`src/rtl/vga_sprite_pkg.sv`:
```
// Shared video constants, FSM state type and the coordinate clamp helper
// used by the sprite motion engine and its per-slot datapath.
package vga_sprite_pkg;

   localparam int VIDEO_WIDTH  = 640;
   localparam int VIDEO_HEIGHT = 480;

   typedef enum logic [1:0] {
      IDLE   = 2'd0,
      UPDATE = 2'd1,
      DONE   = 2'd2
   } state_t;

   // Signed 32-bit math so cur+delta and hi-half never wrap at the coordinate width.
   function automatic int clamp_coord(input int cur, input int delta, input int lo,
                                      input int hi, input int half);
      int target;
      int minC;
      int maxC;
      int result;
      target = cur + delta;
      minC   = lo + half;
      maxC   = hi - half;
      if (maxC < minC) begin
         result = minC;
      end else if (target < minC) begin
         result = minC;
      end else if (target > maxC) begin
         result = maxC;
      end else begin
         result = target;
      end
      return result;
   endfunction

endpackage

```
`src/rtl/sprite_slot.sv`:
```
// One sprite's combinational datapath: strict-interior pixel hit test and the
// clamped next centre from either the direction inputs or a pending load.
module sprite_slot
   import vga_sprite_pkg::*;
#(
   parameter int X_W    = 10,
   parameter int Y_W    = 9,
   parameter int HALF_W = 25,
   parameter int HALF_H = 33,
   parameter int STEP   = 1
) (
   input  logic [X_W-1:0] posX,
   input  logic [Y_W-1:0] posY,
   input  logic [X_W-1:0] pixX,
   input  logic [Y_W-1:0] pixY,
   input  logic           mvUp,
   input  logic           mvDown,
   input  logic           mvLeft,
   input  logic           mvRight,
   input  logic           useLoad,
   input  logic [X_W-1:0] loadX,
   input  logic [Y_W-1:0] loadY,
   input  logic [X_W-1:0] winXlo,
   input  logic [X_W-1:0] winXhi,
   input  logic [Y_W-1:0] winYlo,
   input  logic [Y_W-1:0] winYhi,
   output logic           hit,
   output logic [X_W-1:0] nextX,
   output logic [Y_W-1:0] nextY
);

   int baseX;
   int baseY;
   int deltaX;
   int deltaY;

   // Select load target or stepped position, then clamp into the window.
   always_comb begin
      baseX  = int'(posX);
      baseY  = int'(posY);
      deltaX = 32'sd0;
      deltaY = 32'sd0;
      if (useLoad) begin
         baseX  = int'(loadX);
         baseY  = int'(loadY);
         deltaX = 32'sd0;
         deltaY = 32'sd0;
      end else begin
         if (mvRight && !mvLeft) begin
            deltaX = STEP;
         end else if (mvLeft && !mvRight) begin
            deltaX = -STEP;
         end else begin
            deltaX = 32'sd0;
         end
         if (mvDown && !mvUp) begin
            deltaY = STEP;
         end else if (mvUp && !mvDown) begin
            deltaY = -STEP;
         end else begin
            deltaY = 32'sd0;
         end
      end
      nextX = X_W'(clamp_coord(baseX, deltaX, int'(winXlo), int'(winXhi), HALF_W));
      nextY = Y_W'(clamp_coord(baseY, deltaY, int'(winYlo), int'(winYhi), HALF_H));
   end

   // Edges themselves are outside the sprite.
   assign hit = (int'(pixX) > int'(posX) - HALF_W) && (int'(pixX) < int'(posX) + HALF_W) &&
                (int'(pixY) > int'(posY) - HALF_H) && (int'(pixY) < int'(posY) + HALF_H);

endmodule

```
`src/rtl/sprite_motion_engine.sv`:
```
// Frame-synchronous position engine for N sprites with registered per-pixel hit,
// priority colour and load handshake. Optional overlap flags: SPRITE_COLLIDE_EN.
module sprite_motion_engine
   import vga_sprite_pkg::*;
#(
   parameter int N_SPRITES = 4,
   parameter int X_W       = 10,
   parameter int Y_W       = 9,
   parameter int HALF_W    = 25,
   parameter int HALF_H    = 33,
   parameter int STEP      = 1,
   parameter int COLOR_W   = 12,
   parameter logic [N_SPRITES*X_W-1:0]     INIT_X = {N_SPRITES{X_W'(VIDEO_WIDTH / 32'sd2)}},
   parameter logic [N_SPRITES*Y_W-1:0]     INIT_Y = {N_SPRITES{Y_W'(VIDEO_HEIGHT / 32'sd2)}},
   parameter logic [N_SPRITES*COLOR_W-1:0] COLORS = {N_SPRITES{COLOR_W'(32'd24)}},
   localparam int IDX_W = (N_SPRITES > 1) ? $clog2(N_SPRITES) : 1
) (
   input  logic                       clk,
   input  logic                       reset,
   input  logic                       frame_end,
   input  logic [X_W-1:0]             pix_x,
   input  logic [Y_W-1:0]             pix_y,
   input  logic [N_SPRITES-1:0]       mv_up,
   input  logic [N_SPRITES-1:0]       mv_down,
   input  logic [N_SPRITES-1:0]       mv_left,
   input  logic [N_SPRITES-1:0]       mv_right,
   input  logic [N_SPRITES*X_W-1:0]   win_xlo,
   input  logic [N_SPRITES*X_W-1:0]   win_xhi,
   input  logic [N_SPRITES*Y_W-1:0]   win_ylo,
   input  logic [N_SPRITES*Y_W-1:0]   win_yhi,
   input  logic                       load_valid,
   output logic                       load_ready,
   input  logic [IDX_W-1:0]           load_idx,
   input  logic [X_W-1:0]             load_x,
   input  logic [Y_W-1:0]             load_y,
   output logic [N_SPRITES*X_W-1:0]   pos_x,
   output logic [N_SPRITES*Y_W-1:0]   pos_y,
   output logic                       update_done,
   output logic                       hit,
   output logic [IDX_W-1:0]           hit_idx,
   output logic [COLOR_W-1:0]         hit_color,
   output logic [N_SPRITES-1:0]       collide
);

   state_t           state;
   state_t           stateNext;
   logic [IDX_W-1:0] idx;
   logic [IDX_W-1:0] idxNext;
   logic             feQ;
   logic             start;
   logic             accept;
   logic             loadFire;
   logic             pendApplied;
   logic             pendValid;
   logic             pendValidNext;
   logic [IDX_W-1:0] pendIdx;
   logic [X_W-1:0]   pendX;
   logic [Y_W-1:0]   pendY;

   logic [N_SPRITES-1:0] slotHit;
   logic [X_W-1:0]       slotNextX [N_SPRITES];
   logic [Y_W-1:0]       slotNextY [N_SPRITES];
   logic                 anyHit;
   logic [IDX_W-1:0]     winIdx;
   logic [COLOR_W-1:0]   winColor;

   assign start       = frame_end && !feQ;
   assign accept      = start && (state == IDLE);
   assign loadFire    = load_valid && load_ready;
   assign pendApplied = (state == UPDATE) && pendValid && (pendIdx == idx);

   for (genvar g = 0; g < N_SPRITES; g++) begin : gSlot
      sprite_slot #(
         .X_W    (X_W),
         .Y_W    (Y_W),
         .HALF_W (HALF_W),
         .HALF_H (HALF_H),
         .STEP   (STEP)
      ) uSlot (
         .posX    (pos_x[g*X_W +: X_W]),
         .posY    (pos_y[g*Y_W +: Y_W]),
         .pixX    (pix_x),
         .pixY    (pix_y),
         .mvUp    (mv_up[g]),
         .mvDown  (mv_down[g]),
         .mvLeft  (mv_left[g]),
         .mvRight (mv_right[g]),
         .useLoad (pendValid && (pendIdx == IDX_W'(g))),
         .loadX   (pendX),
         .loadY   (pendY),
         .winXlo  (win_xlo[g*X_W +: X_W]),
         .winXhi  (win_xhi[g*X_W +: X_W]),
         .winYlo  (win_ylo[g*Y_W +: Y_W]),
         .winYhi  (win_yhi[g*Y_W +: Y_W]),
         .hit     (slotHit[g]),
         .nextX   (slotNextX[g]),
         .nextY   (slotNextY[g])
      );
   end

   // Sweep sequencing: one slot per UPDATE cycle, then a single DONE cycle.
   always_comb begin
      stateNext = state;
      idxNext   = idx;
      case (state)
         IDLE: begin
            if (accept) begin
               stateNext = UPDATE;
               idxNext   = {IDX_W{1'b0}};
            end else begin
               stateNext = IDLE;
               idxNext   = idx;
            end
         end
         UPDATE: begin
            if (idx == IDX_W'(N_SPRITES - 1)) begin
               stateNext = DONE;
               idxNext   = idx;
            end else begin
               stateNext = UPDATE;
               idxNext   = idx + IDX_W'(1);
            end
         end
         DONE:    stateNext = IDLE;
         default: stateNext = IDLE;
      endcase
   end

   // Out-of-range targets complete the handshake but never become pending.
   always_comb begin
      if (loadFire) begin
         pendValidNext = (int'(load_idx) < N_SPRITES);
      end else if (pendApplied) begin
         pendValidNext = 1'b0;
      end else begin
         pendValidNext = pendValid;
      end
   end

   // Control registers; ready and done are derived from next-state so they are registered.
   always_ff @(posedge clk or posedge reset) begin
      if (reset) begin
         feQ         <= 1'b0;
         state       <= IDLE;
         idx         <= {IDX_W{1'b0}};
         pendValid   <= 1'b0;
         load_ready  <= 1'b1;
         update_done <= 1'b0;
      end else begin
         feQ         <= frame_end;
         state       <= stateNext;
         idx         <= idxNext;
         pendValid   <= pendValidNext;
         load_ready  <= (stateNext == IDLE) && !pendValidNext;
         update_done <= (stateNext == DONE);
      end
   end

   // Captured load request.
   always_ff @(posedge clk or posedge reset) begin
      if (reset) begin
         pendIdx <= {IDX_W{1'b0}};
         pendX   <= {X_W{1'b0}};
         pendY   <= {Y_W{1'b0}};
      end else if (loadFire) begin
         pendIdx <= load_idx;
         pendX   <= load_x;
         pendY   <= load_y;
      end else begin
         pendIdx <= pendIdx;
         pendX   <= pendX;
         pendY   <= pendY;
      end
   end

   // Only the slot addressed by idx is written during its UPDATE cycle.
   always_ff @(posedge clk or posedge reset) begin
      if (reset) begin
         pos_x <= INIT_X;
         pos_y <= INIT_Y;
      end else begin
         for (int i = 0; i < N_SPRITES; i++) begin
            if ((state == UPDATE) && (idx == IDX_W'(i))) begin
               pos_x[i*X_W +: X_W] <= slotNextX[i];
               pos_y[i*Y_W +: Y_W] <= slotNextY[i];
            end
         end
      end
   end

   // Priority encoder: scanning downward leaves the lowest hitting index.
   always_comb begin
      anyHit   = 1'b0;
      winIdx   = {IDX_W{1'b0}};
      winColor = {COLOR_W{1'b0}};
      for (int i = N_SPRITES - 1; i >= 0; i--) begin
         if (slotHit[i]) begin
            anyHit   = 1'b1;
            winIdx   = IDX_W'(i);
            winColor = COLORS[i*COLOR_W +: COLOR_W];
         end else begin
            anyHit   = anyHit;
         end
      end
   end

   // Registered pixel result.
   always_ff @(posedge clk or posedge reset) begin
      if (reset) begin
         hit       <= 1'b0;
         hit_idx   <= {IDX_W{1'b0}};
         hit_color <= {COLOR_W{1'b0}};
      end else begin
         hit       <= anyHit;
         hit_idx   <= winIdx;
         hit_color <= winColor;
      end
   end

`ifdef SPRITE_COLLIDE_EN
   logic [N_SPRITES-1:0] overlapAcc;

   // Accumulate slots seen overlapping during the frame; publish on frame start.
   always_ff @(posedge clk or posedge reset) begin
      if (reset) begin
         overlapAcc <= {N_SPRITES{1'b0}};
         collide    <= {N_SPRITES{1'b0}};
      end else if (accept) begin
         overlapAcc <= {N_SPRITES{1'b0}};
         collide    <= overlapAcc;
      end else if ((slotHit & (slotHit - N_SPRITES'(1))) != {N_SPRITES{1'b0}}) begin
         overlapAcc <= overlapAcc | slotHit;
         collide    <= collide;
      end else begin
         overlapAcc <= overlapAcc;
         collide    <= collide;
      end
   end
`else
   assign collide = {N_SPRITES{1'b0}};
`endif

endmodule

```
`config.mk`:
```
export PLATFORM = sky130hd
export DESIGN_NAME = sprite_motion_engine
export DESIGN_NICKNAME = d
export VERILOG_FILES = /design/src/rtl/vga_sprite_pkg.sv /design/src/rtl/sprite_slot.sv /design/src/rtl/sprite_motion_engine.sv
export SDC_FILE = /design/constraint.sdc
export NUM_CORES = 1
export LEC_CHECK = 0
export CORE_MARGIN = 3
export CORE_UTILIZATION = 30
export DETAILED_ROUTE_END_ITERATION = 10
export PLACE_DENSITY_LB_ADDON = 0.1
export SLEW_MARGIN = 40
export SYNTH_ARGS = -nofsm -noshare
export SYNTH_HDL_FRONTEND = slang
export SYNTH_SLANG_ARGS = --single-unit
```
`constraint.sdc`:
```
create_clock -name clk -period 11.2 [get_ports clk]
set_clock_uncertainty 0.2 [all_clocks]
set_input_delay 2.24 -clock clk [delete_from_list [all_inputs] [get_ports clk]]
set_output_delay 2.24 -clock clk [all_outputs]
set_load 0.005 [all_outputs]
```
==> results of run 1 <==
[metrics by stage]
step | setup WS [ns] | utilization, %
finish | 3.04 | 35.0
floorplan | 3.52 | -
global route | 2.53 | 35.0
detailed placement | 2.28 | 34.7
CTS | 2.73 | 35.0
global placement | 2.20 | 34.6
[layout by cell type (no fill, tap or decap), drive strengths merged, types with 17 or more instances in the layout]
master	instances
o31ai	30
nand3	96
and3	25
nor2	215
o221ai	34
inv	274
ha	712
o21ai	174
or3	20
buf	23
a211oi	43
a2111oi	19
a21oi	197
a21o	76
xnor2	173
or2	19
a31oi	20
a41oi	17
o21a	53
clkdlybuf4s50	292
nand2	372
xor2	129
and2	36
mux2	48
nor3	77
dfrtp	83
mux2i	72
nor2b	37
a22oi	21
nand2b	62
nand4	79
dfstp	25
o211ai	34
nor4	53
[critical path, delay by kind of cell]
family                   cells  cell delay (ns)
AO/OA/AOI/OAI                6             1.06
adder cells (fa/ha/maj)      4             1.43
AND/OR/NAND/NOR              6             1.96
buffers and inverters        1             0.46
multiplexers                 3             1.08
[sequential cells by signal, summed over array words and instances, names as in the netlist]
signal,flops
feQ,1
hit_color,1
hit_idx,2
idx,2
load_ready,1
pendIdx,2
pendValid,1
pendX,10
pendY,9
pos_x,40
pos_y,36
state,2
update_done,1
[cell usage after synthesis (all sizes together), types with 7 or more instances]
cell | n | area, µm²
ha | 712 | 8910
xnor2 | 173 | 1520
a221oi | 8 | 93.8
buf | 61 | 363
nor4 | 53 | 338
o31ai | 30 | 230
a21o | 76 | 578
and2 | 36 | 228
o21a | 53 | 398
a2111oi | 19 | 180
xor2 | 129 | 1130
nand3b | 13 | 110
a211oi | 43 | 323
o2111ai | 16 | 140
a211o | 14 | 123
mux2i | 72 | 724
or4 | 11 | 82.6
and3 | 25 | 161
nand2 | 372 | 1410
nor2b | 37 | 231
o21ai | 174 | 893
or2 | 19 | 119
nand4 | 79 | 494
or3 | 20 | 125
a31o | 10 | 96.4
a41oi | 17 | 164
nor3b | 9 | 78.8
nor2 | 215 | 822
and4 | 16 | 140
nand2b | 62 | 388
clkbuf | 80 | 300
a22oi | 21 | 163
a2bb2oi | 7 | 61.3
dfstp | 25 | 657
nor3 | 77 | 385
mux2 | 48 | 541
a21oi | 197 | 997
a31oi | 20 | 153
dfrtp | 83 | 2080
nand3 | 96 | 515
o221ai | 34 | 367
a21boi | 7 | 52.6
inv | 270 | 1010
o211ai | 34 | 275
[power breakdown]
| part | internal, mW | switching [mW] | leakage [nW] |
|---|---|---|---|
| Clock | 0.160 | 0.214 | 0.145 |
| Combinational | 3.17 | 3.78 | 14.1 |
| Sequential | 0.614 | 0.717 | 1.28 |
| Total | 3.94 | 4.72 | 15.5 |
[routing by layer]
| layer | wire length (µm) | track usage [%] |
|---|---|---|
| met1 | 50300 | 27.8 |
| met4 | 1010 | 2.63 |
| met5 | 11 | 0 |
| met2 | 43300 | 31.3 |
| met3 | 3840 | 2.55 |
[cell type report]
class | instances | area (µm²) | area share, %
Multi-Input combinational cell | 3150 | 24600 | 73.8
Timing Repair Buffer | 315 | 3090 | 9.26
Sequential cell | 108 | 2730 | 8.19
Tap cell | 1265 | 1580 | 4.74
Inverter | 271 | 1020 | 3.07
Clock buffer | 9 | 225 | 0.674
Clock inverter | 7 | 77.6 | 0.232
Antenna cell | 3 | 7.51 | 0.0225
[kinds of logic after synthesis]
family / Yosys count / synth area share, %
xor+xnor: 302 / 9.12
simple gates: 1154 / 19.9
mux: 120 / 4.36
fa+ha+maj: 721 / 31.2
flops: 108 / 9.43
buf+inv: 412 / 5.80
compound gates: 839 / 20.2
other cells: 1 / 0.0129
[how the worst max path moves through the flow]
stage	startpoint	end	slack (ns)	cells past startpoint
floorplan	mv_right[3]	pos_x[34]	3.52	26
global placement	mv_left[3]	pos_x[31]	2.20	20
detailed placement	mv_left[3]	pos_x[31]	2.28	25
CTS	mv_left[3]	pos_x[31]	2.73	25
global route	mv_left[3]	pos_x[31]	2.53	22
finish	mv_left[3]	pos_x[31]	3.04	20
==> impl_metrics.tcl, run 1 <==
set metrics [dict create \
    placeableCoreArea_um2 95400 \
    cp_data_required_time_ns 11.28 \
    cts_tree "done" \
    vdd_ir_drop_max_uv 77.9 \
    overflow 0 \
    via_count 26600 \
    finalSetupViolations 0 \
    ys_seq_elements 108 \
    hp-class "flop to flop" \
    grt_pass1_wl_mm 152 \
    r2r_cells 23 \
    stdcell_area_um2 33400 \
    ioPinCount 309 \
    drive_above_1_share_pct 5.31 \
    cp.arrival_ns 8.24 \
    crit_path_frequent_cell "ha_1" \
    die_x_um 317 \
    yosysWarnings 0 \
    max_stage_delay_ns 0.56 \
    report.final.slew_viol_count 0 \
    outcome "finished, final reports clean" \
    grt.total_usage_pct 19.3 \
    cp_cell_sequence "clkdlybuf4s50_1, ha_1, and2_2, ha_1, o21ai_0, and3_1, a21oi_1, a21oi_1, a31o_4, or3b_2, ha_1, ha_1, and3_1, nand4_1, or3_1, o21ai_1, mux2i_4, mux2_2, mux2i_1, o21ai_1" \
    max-clock-path-buffers 2 \
    rsz0062_at_grt "false" \
    min_from "pos_y[5]" \
    fp.dieH_um 317 \
    r2r-start "pendIdx[0]" \
    clock_latency_ns 0.41 \
    num-fill-cells 10100 \
    slowest_stage "mux2i_4" \
    grt_pass1_vias 26300 \
    startpoint_type "primary input" \
    leakage_nw 15.5 \
    async_reset_ff_share_pct 100 \
    hold_ws_ns 0.421 \
    tns_ns 0 \
    root_buffer "clkbuf_16" \
    routedWlPerCell_um 19.2 \
    htreeDepth 3 \
    syn_inst 3657 \
    cp_max_fo 22 \
    postPlaceCellArea_um2 33100 \
    rows 113 \
    syn_area_um2 29000 \
    drt_iter0_markers 1416 \
    endpoint_kind "flop" \
    ys_seq_area_share_pct 9.43 \
    cts_sinks 108 \
    initial_core_util_pct 30.4 \
    finalPower_mw 8.66 \
    totalWireLength_mm 98.5 \
    grt_max_degree 69 \
    syn_area_per_cell_um2 7.93 \
    worstHoldEndpoint "pos_y[5]" \
    routabilityCongestion 0.829 \
    layout.cells.non_filler 5128 \
    fmax_mhz 123 \
    ys_types 114 \
    timing.reg2reg.setup_slack_ns 4.33 \
    r2r_end "pos_y[3]" \
    whs_path_depth 2 \
    fin_crit_sh_pct 72.9 \
    nets 4783 \
    clkTransAtPathRegs_ns 0.10 \
    fin_crit_ns 8.16 \
    holdBufCountCts 0 \
    syn_to_final_growth_pct 15.2 \
    max-cap-violations 0 \
    antenna_found_initial 8 \
    relSlewSlack_pct 44.9 \
    viasPerCell 5.20 \
    path_class "primary input to flop" \
    die_area_um2 100000 \
    synth_edf_count 0 \
    place_hpwl_mm 81.8 \
    synth-main-ff-cell "dfrtp_1" \
    numCtsBuffers 9 \
    worst_slew_pin_slew_ns 0.824 \
    hold_violations 0 \
    postRouteAntennaNets 0 \
    portBuffers 294 \
    drc 0 \
    drt_first_pass_iters 5 \
    power.density_nw_per_um2 259 \
    cts_setup_buffers 0 \
    cts_resized 0 \
    dp_cells 5109 \
]
Power figures use the tool's default switching activity.
==> run 2: changes to the inputs <==
==> constraint.sdc (replaced) <==
create_clock -name clk -period 7.3 [get_ports clk]
set_clock_uncertainty 0.2 [all_clocks]
set_input_delay 1.46 -clock clk [delete_from_list [all_inputs] [get_ports clk]]
set_output_delay 1.46 -clock clk [all_outputs]
set_load 0.005 [all_outputs]
==> run 2 against run 1 <==
Highest routed layer unchanged; routed wire length is 1.4% higher; sequential share of layout area fell by 0.054 points; register-to-register slack got worse by 3.4 ns; critical path type unchanged.
==> impl_metrics.tcl, run 2 (synthesis results as in run 1) <==
set metrics [dict create \
    grt.total_usage_pct 19.5 \
    grt_pass1_wl_mm 153 \
    r2r_cells 25 \
    cts_sinks 108 \
    portBuffers 294 \
    placeableCoreArea_um2 95400 \
    clock_latency_ns 0.41 \
    vdd_ir_drop_max_uv 163 \
    fmax_mhz 147 \
    routabilityCongestion 0.857 \
    hold_violations 0 \
    die_area_um2 100000 \
    via_count 26800 \
    syn_to_final_growth_pct 16.0 \
    seqCellArea_um2 2730 \
    drt_first_pass_iters 5 \
    startpoint_type "primary input" \
    cp.arrival_ns 6.93 \
    initial_core_util_pct 30.4 \
    min_from "state[1]" \
    clkTransAtPathRegs_ns 0.09 \
    rows 113 \
    report.final.slew_viol_count 0 \
    totalWireLength_mm 99.8 \
    r2r-start "pendIdx[0]" \
    htreeDepth 3 \
    hp-class "flop to flop" \
    power.density_nw_per_um2 399 \
    layout.cells.non_filler 5158 \
    cp_data_required_time_ns 7.44 \
    cts_resized 0 \
    drc 0 \
    routedWlPerCell_um 19.4 \
    cp_max_fo 7 \
    holdBufCountCts 0 \
    ioPinCount 309 \
    die_x_um 317 \
    grt_pass1_vias 26300 \
    root_buffer "clkbuf_16" \
    numCtsBuffers 9 \
    rsz0062_at_grt "false" \
    nets 4812 \
    leakage_nw 15.6 \
    postRouteAntennaNets 0 \
    drive_above_1_share_pct 5.94 \
    tns_ns 0 \
    viasPerCell 5.20 \
    num-fill-cells 10100 \
    cts_tree "done" \
    timing.reg2reg.setup_slack_ns 0.97 \
    max-clock-path-buffers 2 \
    fin_crit_ns 6.79 \
    r2r_end "pos_x[34]" \
    max-cap-violations 0 \
    drt_iter0_markers 1500 \
    outcome "finished, final reports clean" \
    whs_path_depth 2 \
    finalSetupViolations 0 \
    dp_cells 5138 \
    multi_input_area_um2 24600 \
    endpoint_kind "flop" \
    relSlewSlack_pct 43.2 \
    antenna_found_initial 9 \
    final_common_cell "ha_1" \
    grt_max_degree 62 \
    fin_crit_sh_pct 93.0 \
    worstHoldEndpoint "load_ready" \
    final_cell_mix "712 x ha_1, 365 x nand2_1, 292 x clkdlybuf4s50_1" \
    place_hpwl_mm 83.1 \
    worst_slew_pin_slew_ns 0.849 \
    hold_ws_ns 0.386 \
    top_regs "pos_x x40, pos_y x36, pendX x10" \
    largest_register_ffs 40 \
    path_class "primary input to flop" \
    fp.dieH_um 317 \
    regMostFlops "pos_x" \
    cts_setup_buffers 0 \
    overflow 0 \
]
run 2: metal layers:
layer / global-route usage, % / part of all wire, % / vias to the layer above
li1: - / - / 13900
met1: 28.2 / 51 / 12500
met2: 31.7 / 44 / 455
met3: 2.44 / 4.1 / 40
met4: 2.45 / 0.98 / 2
met5: 0 / 0.013 / -
run 2: power by group:
part           internal [mW]  switching, mW  leakage [nW]
registers              0.943           1.09          1.28
clock network          0.277          0.321         0.156
logic                   4.92           5.87          14.2
run 2: worst max path at each step:
| stage | slack, ns | endpoint | from | cells after the start |
|---|---|---|---|---|
| global route | 0.20 | pos_x[34] | mv_right[3] | 27 |
| detailed placement | 0.08 | pos_x[34] | mv_right[3] | 27 |
| finish | 0.51 | pos_x[34] | mv_right[3] | 27 |
| CTS | 0.52 | pos_x[34] | mv_right[3] | 27 |
| global placement | 0.15 | pos_x[34] | mv_right[3] | 27 |
| floorplan | 0.40 | pos_x[34] | mv_right[3] | 26 |
run 2: critical path, cell delays in order:
cell	delay, ns
clkdlybuf4s50_1	0.45
inv_1	0.04
ha_1	0.22
and2_1	0.25
ha_1	0.41
and3_1	0.22
a221oi_2	0.28
a22oi_2	0.15
a21o_1	0.19
a21o_1	0.19
inv_1	0.06
o2bb2ai_1	0.06
a21oi_1	0.24
nand2b_1	0.14
ha_1	0.12
inv_1	0.05
ha_1	0.28
and4_1	0.23
nand3_1	0.10
a221oi_1	0.25
a211oi_1	0.10
o21ai_1	0.20
mux2i_2	0.45
buf_4	0.25
nor2_1	0.06
a2111o_1	0.41
o211ai_2	0.07
run 2: area by class of cell:
| class | count | share of cell area (%) |
|---|---|---|
| Antenna cell | 4 | 0.0298 |
| Clock buffer | 9 | 0.670 |
| Clock inverter | 7 | 0.283 |
| Inverter | 271 | 3.04 |
| Multi-Input combinational cell | 3150 | 73.3 |
| Sequential cell | 108 | 8.13 |
| Tap cell | 1265 | 4.71 |
| Timing Repair Buffer | 344 | 9.84 |
run 2: through the flow:
| stage | utilization (%) | instance area [µm²] | power (mW) | worst slack, ns |
|---|---|---|---|---|
| after global routing | 35.2 | 33600 | 15.1 | 0.199 |
| after global placement | 34.9 | 33300 | 12.9 | 0.153 |
| after detailed placement | 34.9 | 33300 | 12.8 | 0.0839 |
| after CTS | 35.2 | 33600 | 13.5 | 0.525 |
| after floorplan | - | 29000 | 9.44 | 0.400 |
| final | 35.2 | 33600 | 13.4 | 0.507 |
==> run 3: changes to the inputs <==
--- a/config.mk
+++ b/config.mk
@@ -7,6 +7,7 @@
 export LEC_CHECK = 0
 export CORE_MARGIN = 3
 export CORE_UTILIZATION = 30
+export CTS_CLUSTER_SIZE = 8
 export DETAILED_ROUTE_END_ITERATION = 10
 export PLACE_DENSITY_LB_ADDON = 0.1
 export SLEW_MARGIN = 40
==> results of run 3 <==
Final layout, timing and power as in run 2 (identical DEF).
